`src/rtl/risk_pkg.sv`:
```
// Shared constants, FSM state encoding and lane/bank/row slicing helpers
// for the RISK strided tile sequencer.
package risk_pkg;
    localparam int LANES   = 16;
    localparam int BITS    = 18;
    localparam int LOGBANK = 5;
    localparam int AW      = 15;
    localparam int SW      = 14;
    localparam int PCW     = 5;
    localparam int TILE_W  = LANES * BITS;

    typedef enum logic [2:0] {
        ST_IDLE  = 3'd0,
        ST_ADDR  = 3'd1,
        ST_PASS  = 3'd2,
        ST_DRAIN = 3'd3,
        ST_RESP  = 3'd4
    } state_t;

    typedef logic [AW-1:0]         addr_t;
    typedef logic [LOGBANK-1:0]    bank_t;
    typedef logic [AW-LOGBANK-1:0] row_t;

    function automatic bank_t addr_bank(input addr_t a);
        return a[LOGBANK-1:0];
    endfunction

    function automatic row_t addr_row(input addr_t a);
        return a[AW-1:LOGBANK];
    endfunction

    function automatic logic [BITS-1:0] lane_get(input logic [TILE_W-1:0] v, input int l);
        return v[BITS*l +: BITS];
    endfunction
endpackage

```
`src/rtl/risk_tile_sched_if.sv`:
```
// Command, memory-pass and response signals of the tile sequencer.
// slave is the sequencer's view; master is the register-file/memory side.
interface risk_tile_sched_if;
    import risk_pkg::*;

    logic                   cmd_valid;
    logic                   cmd_ready;
    logic                   cmd_we;
    logic [AW-1:0]          cmd_addr;
    logic [SW-1:0]          cmd_stride_x;
    logic [SW-1:0]          cmd_stride_y;
    logic [TILE_W-1:0]      cmd_wdata;
    logic                   mem_en;
    logic                   mem_we;
    logic [LANES-1:0]       mem_lane_mask;
    logic [LANES*AW-1:0]    mem_addrs;
    logic [TILE_W-1:0]      mem_wdata;
    logic [TILE_W-1:0]      mem_rdata;
    logic                   rsp_valid;
    logic                   rsp_ready;
    logic [TILE_W-1:0]      rsp_data;
    logic [PCW-1:0]         rsp_passes;

    modport master (
        output cmd_valid, cmd_we, cmd_addr, cmd_stride_x, cmd_stride_y, cmd_wdata,
        output mem_rdata, rsp_ready,
        input  cmd_ready, mem_en, mem_we, mem_lane_mask, mem_addrs, mem_wdata,
        input  rsp_valid, rsp_data, rsp_passes
    );

    modport slave (
        input  cmd_valid, cmd_we, cmd_addr, cmd_stride_x, cmd_stride_y, cmd_wdata,
        input  mem_rdata, rsp_ready,
        output cmd_ready, mem_en, mem_we, mem_lane_mask, mem_addrs, mem_wdata,
        output rsp_valid, rsp_data, rsp_passes
    );
endinterface

```
`src/rtl/risk_bank_pick.sv`:
```
// Combinational greedy bank arbiter: one lane per bank per pass,
// lowest-numbered pending lane wins.
module risk_bank_pick
    import risk_pkg::*;
(
    input  logic [LANES-1:0]         pending,
    input  logic [LANES*LOGBANK-1:0] banks,
    output logic [LANES-1:0]         sel
);
    logic [(1 << LOGBANK)-1:0] claimed_s;

    // Walk lanes upward; a lane is taken only if its bank is still free.
    always_comb begin
        claimed_s = '0;
        sel       = '0;
        for (int l = 0; l < LANES; l++) begin
            if (pending[l] && !claimed_s[banks[LOGBANK*l +: LOGBANK]]) begin
                sel[l]                                  = 1'b1;
                claimed_s[banks[LOGBANK*l +: LOGBANK]] = 1'b1;
            end else begin
                sel[l] = 1'b0;
            end
        end
    end
endmodule

```
`src/rtl/risk_tile_sched.sv`:
```
// Turns one 4x4 strided tile command into bank-conflict-free memory passes
// and merges returned load lanes into a single tile response.
module risk_tile_sched
    import risk_pkg::*;
#(
    parameter int MEM_LAT = 2
) (
    input  logic             clk,
    input  logic             reset,
    risk_tile_sched_if.slave bus
);
    state_t                 state_r;
    logic                   we_r;
    addr_t                  base_r;
    logic [SW-1:0]          sx_r;
    logic [SW-1:0]          sy_r;
    logic [LANES-1:0]       pending_r;
    logic [LANES*AW-1:0]    lane_addr_s;
    logic [LANES*AW-1:0]    lane_addr_r;
    logic [LANES*LOGBANK-1:0] pick_banks_s;
    logic [LANES-1:0]       pick_sel_s;
    logic                   issue_s;
    logic [PCW-1:0]         pass_cnt_r;
    logic [TILE_W-1:0]      tile_r;
    logic [TILE_W-1:0]      mem_wdata_r;
    logic [MEM_LAT-1:0]     sr_valid_r;
    logic [MEM_LAT-1:0]     sr_early_s;
    logic [LANES-1:0]       sr_mask_r [MEM_LAT];
    logic                   cmd_ready_r;
    logic                   mem_en_r;
    logic                   mem_we_r;
    logic [LANES-1:0]       mem_mask_r;
    logic                   rsp_valid_r;
    logic [PCW-1:0]         rsp_passes_r;

    // Lane l = y*4+x sits at base + sx*x + sy*y, wrapping in AW bits.
    always_comb begin
        lane_addr_s = '0;
        for (int l = 0; l < LANES; l++) begin
            lane_addr_s[AW*l +: AW] = base_r + addr_t'(sx_r) * addr_t'(l % 4)
                                             + addr_t'(sy_r) * addr_t'(l / 4);
        end
    end

    // The first pass is picked while addresses are still being registered.
    always_comb begin
        pick_banks_s = '0;
        for (int l = 0; l < LANES; l++) begin
            if (state_r == ST_ADDR) begin
                pick_banks_s[LOGBANK*l +: LOGBANK] = addr_bank(lane_addr_s[AW*l +: AW]);
            end else begin
                pick_banks_s[LOGBANK*l +: LOGBANK] = addr_bank(lane_addr_r[AW*l +: AW]);
            end
        end
    end

    // A pass goes out on the ADDR exit edge and on every PASS edge with work left.
    always_comb begin
        if (state_r == ST_ADDR) begin
            issue_s = 1'b1;
        end else if ((state_r == ST_PASS) && (pending_r != '0)) begin
            issue_s = 1'b1;
        end else begin
            issue_s = 1'b0;
        end
    end

    // Return pipeline is done once only the last stage (merging now) can be valid.
    always_comb begin
        sr_early_s              = sr_valid_r;
        sr_early_s[MEM_LAT-1]   = 1'b0;
    end

    risk_bank_pick u_pick (
        .pending (pending_r),
        .banks   (pick_banks_s),
        .sel     (pick_sel_s)
    );

    // Sequencer FSM, pass issue, read-return pipeline and tile merge.
    always_ff @(posedge clk) begin
        if (reset) begin
            state_r      <= ST_IDLE;
            we_r         <= 1'b0;
            base_r       <= '0;
            sx_r         <= '0;
            sy_r         <= '0;
            pending_r    <= '0;
            lane_addr_r  <= '0;
            pass_cnt_r   <= '0;
            tile_r       <= '0;
            mem_wdata_r  <= '0;
            sr_valid_r   <= '0;
            for (int k = 0; k < MEM_LAT; k++) begin
                sr_mask_r[k] <= '0;
            end
            cmd_ready_r  <= 1'b1;
            mem_en_r     <= 1'b0;
            mem_we_r     <= 1'b0;
            mem_mask_r   <= '0;
            rsp_valid_r  <= 1'b0;
            rsp_passes_r <= '0;
        end else begin
            sr_valid_r[0] <= mem_en_r & ~mem_we_r;
            sr_mask_r[0]  <= mem_mask_r;
            for (int k = 1; k < MEM_LAT; k++) begin
                sr_valid_r[k] <= sr_valid_r[k-1];
                sr_mask_r[k]  <= sr_mask_r[k-1];
            end
            if (sr_valid_r[MEM_LAT-1]) begin
                for (int l = 0; l < LANES; l++) begin
                    if (sr_mask_r[MEM_LAT-1][l]) begin
                        tile_r[BITS*l +: BITS] <= lane_get(bus.mem_rdata, l);
                    end
                end
            end

            if (issue_s) begin
                mem_en_r   <= 1'b1;
                mem_we_r   <= we_r;
                mem_mask_r <= pick_sel_s;
                pending_r  <= pending_r & ~pick_sel_s;
                pass_cnt_r <= pass_cnt_r + 5'd1;
            end else begin
                mem_en_r   <= 1'b0;
                mem_we_r   <= 1'b0;
                mem_mask_r <= '0;
            end

            case (state_r)
                ST_IDLE: begin
                    if (bus.cmd_valid && cmd_ready_r) begin
                        cmd_ready_r <= 1'b0;
                        we_r        <= bus.cmd_we;
                        base_r      <= bus.cmd_addr;
                        sx_r        <= bus.cmd_stride_x;
                        sy_r        <= bus.cmd_stride_y;
                        mem_wdata_r <= bus.cmd_wdata;
                        tile_r      <= '0;
                        pending_r   <= '1;
                        pass_cnt_r  <= '0;
                        state_r     <= ST_ADDR;
                    end
                end
                ST_ADDR: begin
                    lane_addr_r <= lane_addr_s;
                    state_r     <= ST_PASS;
                end
                ST_PASS: begin
                    if (pending_r == '0) begin
                        if (we_r) begin
                            rsp_valid_r  <= 1'b1;
                            rsp_passes_r <= pass_cnt_r;
                            state_r      <= ST_RESP;
                        end else begin
                            state_r <= ST_DRAIN;
                        end
                    end
                end
                ST_DRAIN: begin
                    if (sr_early_s == '0) begin
                        rsp_valid_r  <= 1'b1;
                        rsp_passes_r <= pass_cnt_r;
                        state_r      <= ST_RESP;
                    end
                end
                ST_RESP: begin
                    if (bus.rsp_ready) begin
                        rsp_valid_r <= 1'b0;
                        cmd_ready_r <= 1'b1;
                        state_r     <= ST_IDLE;
                    end
                end
                default: begin
                    state_r <= ST_IDLE;
                end
            endcase
        end
    end

    assign bus.cmd_ready     = cmd_ready_r;
    assign bus.mem_en        = mem_en_r;
    assign bus.mem_we        = mem_we_r;
    assign bus.mem_lane_mask = mem_mask_r;
    assign bus.mem_addrs     = lane_addr_r;
    assign bus.mem_wdata     = mem_wdata_r;
    assign bus.rsp_valid     = rsp_valid_r;
    assign bus.rsp_data      = tile_r;
    assign bus.rsp_passes    = rsp_passes_r;
endmodule
```
`src/flat_wrapper.sv`:
```
// flat-port wrapper written by rule: the top's interface ports become plain ports
module risk_tile_sched_flat import risk_pkg::*;
#(
    parameter int MEM_LAT = 2
)
  (clk, reset, bus_cmd_valid, bus_cmd_we, bus_cmd_addr, bus_cmd_stride_x, bus_cmd_stride_y, bus_cmd_wdata, bus_mem_rdata, bus_rsp_ready, bus_cmd_ready, bus_mem_en, bus_mem_we, bus_mem_lane_mask, bus_mem_addrs, bus_mem_wdata, bus_rsp_valid, bus_rsp_data, bus_rsp_passes);
  risk_tile_sched_if bus_i ();
  input  logic clk;
  input  logic reset;
  input wire logic [$bits(bus_i.cmd_valid)-1:0] bus_cmd_valid;
  input wire logic [$bits(bus_i.cmd_we)-1:0] bus_cmd_we;
  input wire logic [$bits(bus_i.cmd_addr)-1:0] bus_cmd_addr;
  input wire logic [$bits(bus_i.cmd_stride_x)-1:0] bus_cmd_stride_x;
  input wire logic [$bits(bus_i.cmd_stride_y)-1:0] bus_cmd_stride_y;
  input wire logic [$bits(bus_i.cmd_wdata)-1:0] bus_cmd_wdata;
  input wire logic [$bits(bus_i.mem_rdata)-1:0] bus_mem_rdata;
  input wire logic [$bits(bus_i.rsp_ready)-1:0] bus_rsp_ready;
  output wire logic [$bits(bus_i.cmd_ready)-1:0] bus_cmd_ready;
  output wire logic [$bits(bus_i.mem_en)-1:0] bus_mem_en;
  output wire logic [$bits(bus_i.mem_we)-1:0] bus_mem_we;
  output wire logic [$bits(bus_i.mem_lane_mask)-1:0] bus_mem_lane_mask;
  output wire logic [$bits(bus_i.mem_addrs)-1:0] bus_mem_addrs;
  output wire logic [$bits(bus_i.mem_wdata)-1:0] bus_mem_wdata;
  output wire logic [$bits(bus_i.rsp_valid)-1:0] bus_rsp_valid;
  output wire logic [$bits(bus_i.rsp_data)-1:0] bus_rsp_data;
  output wire logic [$bits(bus_i.rsp_passes)-1:0] bus_rsp_passes;
  assign bus_i.cmd_valid = bus_cmd_valid;
  assign bus_i.cmd_we = bus_cmd_we;
  assign bus_i.cmd_addr = bus_cmd_addr;
  assign bus_i.cmd_stride_x = bus_cmd_stride_x;
  assign bus_i.cmd_stride_y = bus_cmd_stride_y;
  assign bus_i.cmd_wdata = bus_cmd_wdata;
  assign bus_i.mem_rdata = bus_mem_rdata;
  assign bus_i.rsp_ready = bus_rsp_ready;
  assign bus_cmd_ready = bus_i.cmd_ready;
  assign bus_mem_en = bus_i.mem_en;
  assign bus_mem_we = bus_i.mem_we;
  assign bus_mem_lane_mask = bus_i.mem_lane_mask;
  assign bus_mem_addrs = bus_i.mem_addrs;
  assign bus_mem_wdata = bus_i.mem_wdata;
  assign bus_rsp_valid = bus_i.rsp_valid;
  assign bus_rsp_data = bus_i.rsp_data;
  assign bus_rsp_passes = bus_i.rsp_passes;
  risk_tile_sched #(.MEM_LAT(MEM_LAT)) u_core (.clk(clk), .reset(reset), .bus(bus_i));
endmodule
```
`config.mk`:
```
export PLATFORM = sky130hd
export DESIGN_NAME = risk_tile_sched_flat
export DESIGN_NICKNAME = d
export VERILOG_FILES = /design/src/rtl/risk_pkg.sv /design/src/rtl/risk_tile_sched_if.sv /design/src/rtl/risk_bank_pick.sv /design/src/rtl/risk_tile_sched.sv /design/src/flat_wrapper.sv
export SDC_FILE = /design/constraint.sdc
export NUM_CORES = 2
export LEC_CHECK = 0
export ABC_CLOCK_PERIOD_IN_PS = 16450
export CAP_MARGIN = 20
export CORE_AREA = 2 2 569 571
export CTS_BUF_LIST = sky130_fd_sc_hd__clkbuf_8 sky130_fd_sc_hd__clkbuf_16
export DETAILED_ROUTE_END_ITERATION = 6
export DIE_AREA = 0 0 571 573
export HOLD_SLACK_MARGIN = 0.06
export PLACE_DENSITY_LB_ADDON = 0.1
export SETUP_SLACK_MARGIN = 0.02
export SLEW_MARGIN = 15
export SYNTH_ARGS = -nofsm -noshare
export SYNTH_HDL_FRONTEND = slang
export SYNTH_HIERARCHICAL = 1
export SYNTH_SLANG_ARGS = --single-unit
```
`constraint.sdc`:
```
create_clock -name clk -period 16.45 [get_ports clk]
set_input_delay 3.29 -clock clk [delete_from_list [all_inputs] [get_ports clk]]
set_output_delay 3.29 -clock clk [all_outputs]
set_load 0.005 [all_outputs]
```
==> flow_metrics.env <==
export IMPL_outcome="completed"
export IMPL_yosysMostFrequentCell="nand2_1"
export IMPL_synth_seq_cells=931
export IMPL_grt_ovfl_total=0
export IMPL_synth_nets=8432
export IMPL_start_kind="register"
export IMPL_grt_max_degree=183
export IMPL_p_per_area_mw_per_mm2=161.2
export IMPL_drt_iter0_markers=5784
export IMPL_timing_fmax_ghz=0.06396
export IMPL_crit_arrival_ns=16.33
export IMPL_async_flop_share=0
export IMPL_die_area_mm2=0.3272
export IMPL_port_buffers=1464
export IMPL_cts_buffer_depth=4
export IMPL_syn_cell_area_mm2=0.05594
export IMPL_yosys_warnings=6
export IMPL_syn_inst=7565
export IMPL_setup_viol=0
export IMPL_leakage_nw=32.12
export IMPL_num_vias=68020
export IMPL_grt_usage=0.2920
export IMPL_io_pins=1465
export IMPL_peakVddDrop_mv=0.07831
export IMPL_tritoncts_num_buffers=136
export IMPL_fp_row_count=208
export IMPL_fp_dieH_um=573
export IMPL_min_path_type="register to register"
export IMPL_cts_setup_buffers=0
export IMPL_holdPathEnd="u_core/sr_mask_r[0][17]"
export IMPL_dr_pass1_iters=6
export IMPL_finalCriticalPeriod_ns=15.63
export IMPL_grtUsageMet3=0.06410
export IMPL_drt_total_wl_um=497700
export IMPL_tns_ns=0
export IMPL_hp_start="u_core/sr_mask_r[0][1]"
export IMPL_drc=0
export IMPL_htreeDepth=4
export IMPL_synth_edf_count=0
export IMPL_fin_crit_sh=0.9504
export IMPL_regArea_mm2=0.01864
export IMPL_nets=10510
export IMPL_synthTopCellsByCount="nand2_1 (1,960), a21oi_1 (983), dfxtp_1 (931), clkbuf_1 (408), nor2_1 (408)"
export IMPL_end_kind="register"
export IMPL_worstSetupPathType="register to register"
export IMPL_area_growth_pct=53.99
export IMPL_critPathMaxFanout=11
export IMPL_cp_common_cell="buf_4"
export IMPL_layout_drive_gt1_share=0.1435
export IMPL_slowest_stage="a211oi_1"
export IMPL_clkLatencyLatePin_ns=0.86
export IMPL_post_synth_num_cell_types=140
export IMPL_design_core_area_mm2=0.3204
export IMPL_grt_pass1_wl_um=650600
export IMPL_multi_input_area_mm2=0.03494
export IMPL_yosys_top_cells_area="dfxtp_1 (33%), nand2_1 (13%), a21oi_1 (8.8%), ha_1 (4.8%), clkbuf_1 (2.7%)"
export IMPL_grt_pass1_vias=66390
export IMPL_rsz0062_at_grt="no"
export IMPL_whs_path_depth=1
export IMPL_met2_usage=0.4748
export IMPL_ff2ff_setup_slack_ns=0.82
export IMPL_place_congestion=1.023
export IMPL_post_dp_hpwl_um=411500
export IMPL_worst_r2r_path_depth=64
export IMPL_antenna_found_initial=140
export IMPL_crit_start="u_core/base_r[0]"
export IMPL_via_per_inst=4.825
export IMPL_tightest_slew_ns=1.219
export IMPL_cts_sinks=931
export IMPL_nFillCells=35110
export IMPL_r2r_end="u_core/pending_r[15]"
export IMPL_design_area_mm2=0.08615
export IMPL_wl_per_cell_um=35.31
export IMPL_dpl_cell_area_mm2=0.08155
export IMPL_clk_pin_slew_ns=0.07
export IMPL_cts_tree="built"
export IMPL_worst_path_largest_cell_delay_ns=0.62
export IMPL_finalHoldViolations=0
export IMPL_busiest_layer="met2"
export IMPL_start_util=0.1746
export IMPL_synth_area_per_cell_um2=7.395
export IMPL_slew_violations=0
export IMPL_slew_limit_headroom=0.1872
export IMPL_ys_flop_type="dfxtp_1"
export IMPL_antenna_left=0
export IMPL_drv_cap=0
export IMPL_synth_top_area_frac=0.3332
export IMPL_die_w_um=571
export IMPL_r2r_start="u_core/base_r[0]"
export IMPL_synth_top_area_cell="dfxtp_1"
export IMPL_skew_ns=0.08405
export IMPL_grt_met1_usage=0.3505
export IMPL_clockRootBuffer="clkbuf_16"
export IMPL_critPathRequiredTime_ns=17.14
export IMPL_seq_area_frac_synth=0.3332
-- state kept, by name, indices dropped and copies added, names as in the netlist, 2 cells and up --
register                  count
u_core/bus.rsp_data         288
u_core/bus.mem_addrs        228
u_core/bus.mem_wdata        288
u_core/bus.rsp_passes         5
u_core/pending_r             16
u_core/base_r                15
u_core/sx_r                  14
u_core/pass_cnt_r             5
u_core/state_r                3
u_core/sr_valid_r             2
u_core/sr_mask_r             32
u_core/sy_r                  14
u_core/bus.mem_lane_mask     16
-- worst max path at each step --
stage / to / slack, ns / cells past startpoint
3_3_place_gp: u_core/pending_r[15] / 0.44 / 68
5_1_grt: u_core/pending_r[15] / 0.05 / 70
6_report: u_core/pending_r[15] / 0.82 / 64
3_5_place_dp: u_core/pending_r[15] / 0.69 / 65
4_1_cts: u_core/pending_r[15] / 0.61 / 65
2_1_floorplan: u_core/pending_r[15] / 3.51 / 60
-- cells in the final DEF (no fill, tap or decap), drive strengths merged, types with 37 or more instances in the layout --
master         instances
nand2               1965
clkdlybuf4s50       1463
a21oi                988
buf                  966
dfxtp                931
nor2                 408
o21ai                238
ha                   214
inv                  169
clkbuf               163
nand3                155
nor3                 151
xnor2                145
and2                 130
a31oi                115
nor2b                 99
xor2                  78
a21o                  76
o31ai                 68
and3                  63
a211oi                62
nand4                 57
nand2b                54
diode                 51
o211ai                47
or3                   46
nor4                  46
o21bai                40
a311oi                37
-- final cells by class --
type                       count  share of cell area
clock buffer                 163             0.04421
multi-input combinational   6002              0.4056
inverter                     139            0.006086
antenna                       51            0.001481
timing repair buffer        2429              0.2562
clock inverter                75            0.007466
tap                         4305             0.06253
sequential                   931              0.2164
-- metrics by stage --
step,cells,util,hold slack (ns),setup WS (ns),power (mW)
2_1_floorplan,7565,-,0.4138,3.505,6.352
3_3_place_gp,13800,0.2543,0.4214,0.4380,10.91
3_5_place_dp,13810,0.2545,0.4212,0.6871,10.84
4_1_cts,14040,0.2684,0.4341,0.6091,13.98
5_1_grt,14070,0.2687,0.4588,0.04608,14.55
6_report,14100,0.2689,0.4325,0.8160,13.89
-- layer usage --
layer / part of all wire / vias up
met4: 0.067 / 58
met5: 0.00073 / -
met3: 0.065 / 705
met2: 0.46 / 2757
met1: 0.41 / 33440
li1: - / 31050
-- cell families (layout without fill, tap and decap cells) --
family / count (synthesis) / in the layout / share of synthesized area
xor gates and xnor gates: 224 / 224 / 0.03578
and+or+nand+nor: 3329 / 3329 / 0.2670
adders and majority gates: 243 / 243 / 0.05824
muxes: 38 / 38 / 0.008812
other: 0 / 51 / 0
AOI/OAI and AO/OA: 2168 / 2168 / 0.2515
buffers and inverters: 632 / 2806 / 0.04547
DFF: 931 / 931 / 0.3332
-- where the power goes --
group,switching (mW),total (mW),internal [mW],leakage (nW)
registers,0.351,2.92,2.57,7.55
clock network,1.25,3.03,1.77,2.31
logic,5.02,7.94,2.92,22.3
total,6.63,13.9,7.26,32.1
-- repair_timing --
action / in CTS / in global routing
hold buffers: 0 / 0
endpoints found under the setup margin: 0 / 2
gates resized for setup: 0 / 4
-- worst max-delay path: cells and delay by family (launching register included) --
family | cells | cell delay [ns]
flops | 1 | 0.32
buf+inv | 13 | 2.23
simple gates | 17 | 3.85
xor+xnor | 2 | 0.34
mux | 1 | 0.47
fa+ha+maj | 2 | 0.64
compound gates | 29 | 7.64
Note: power is estimated with default switching activity, not from simulation.
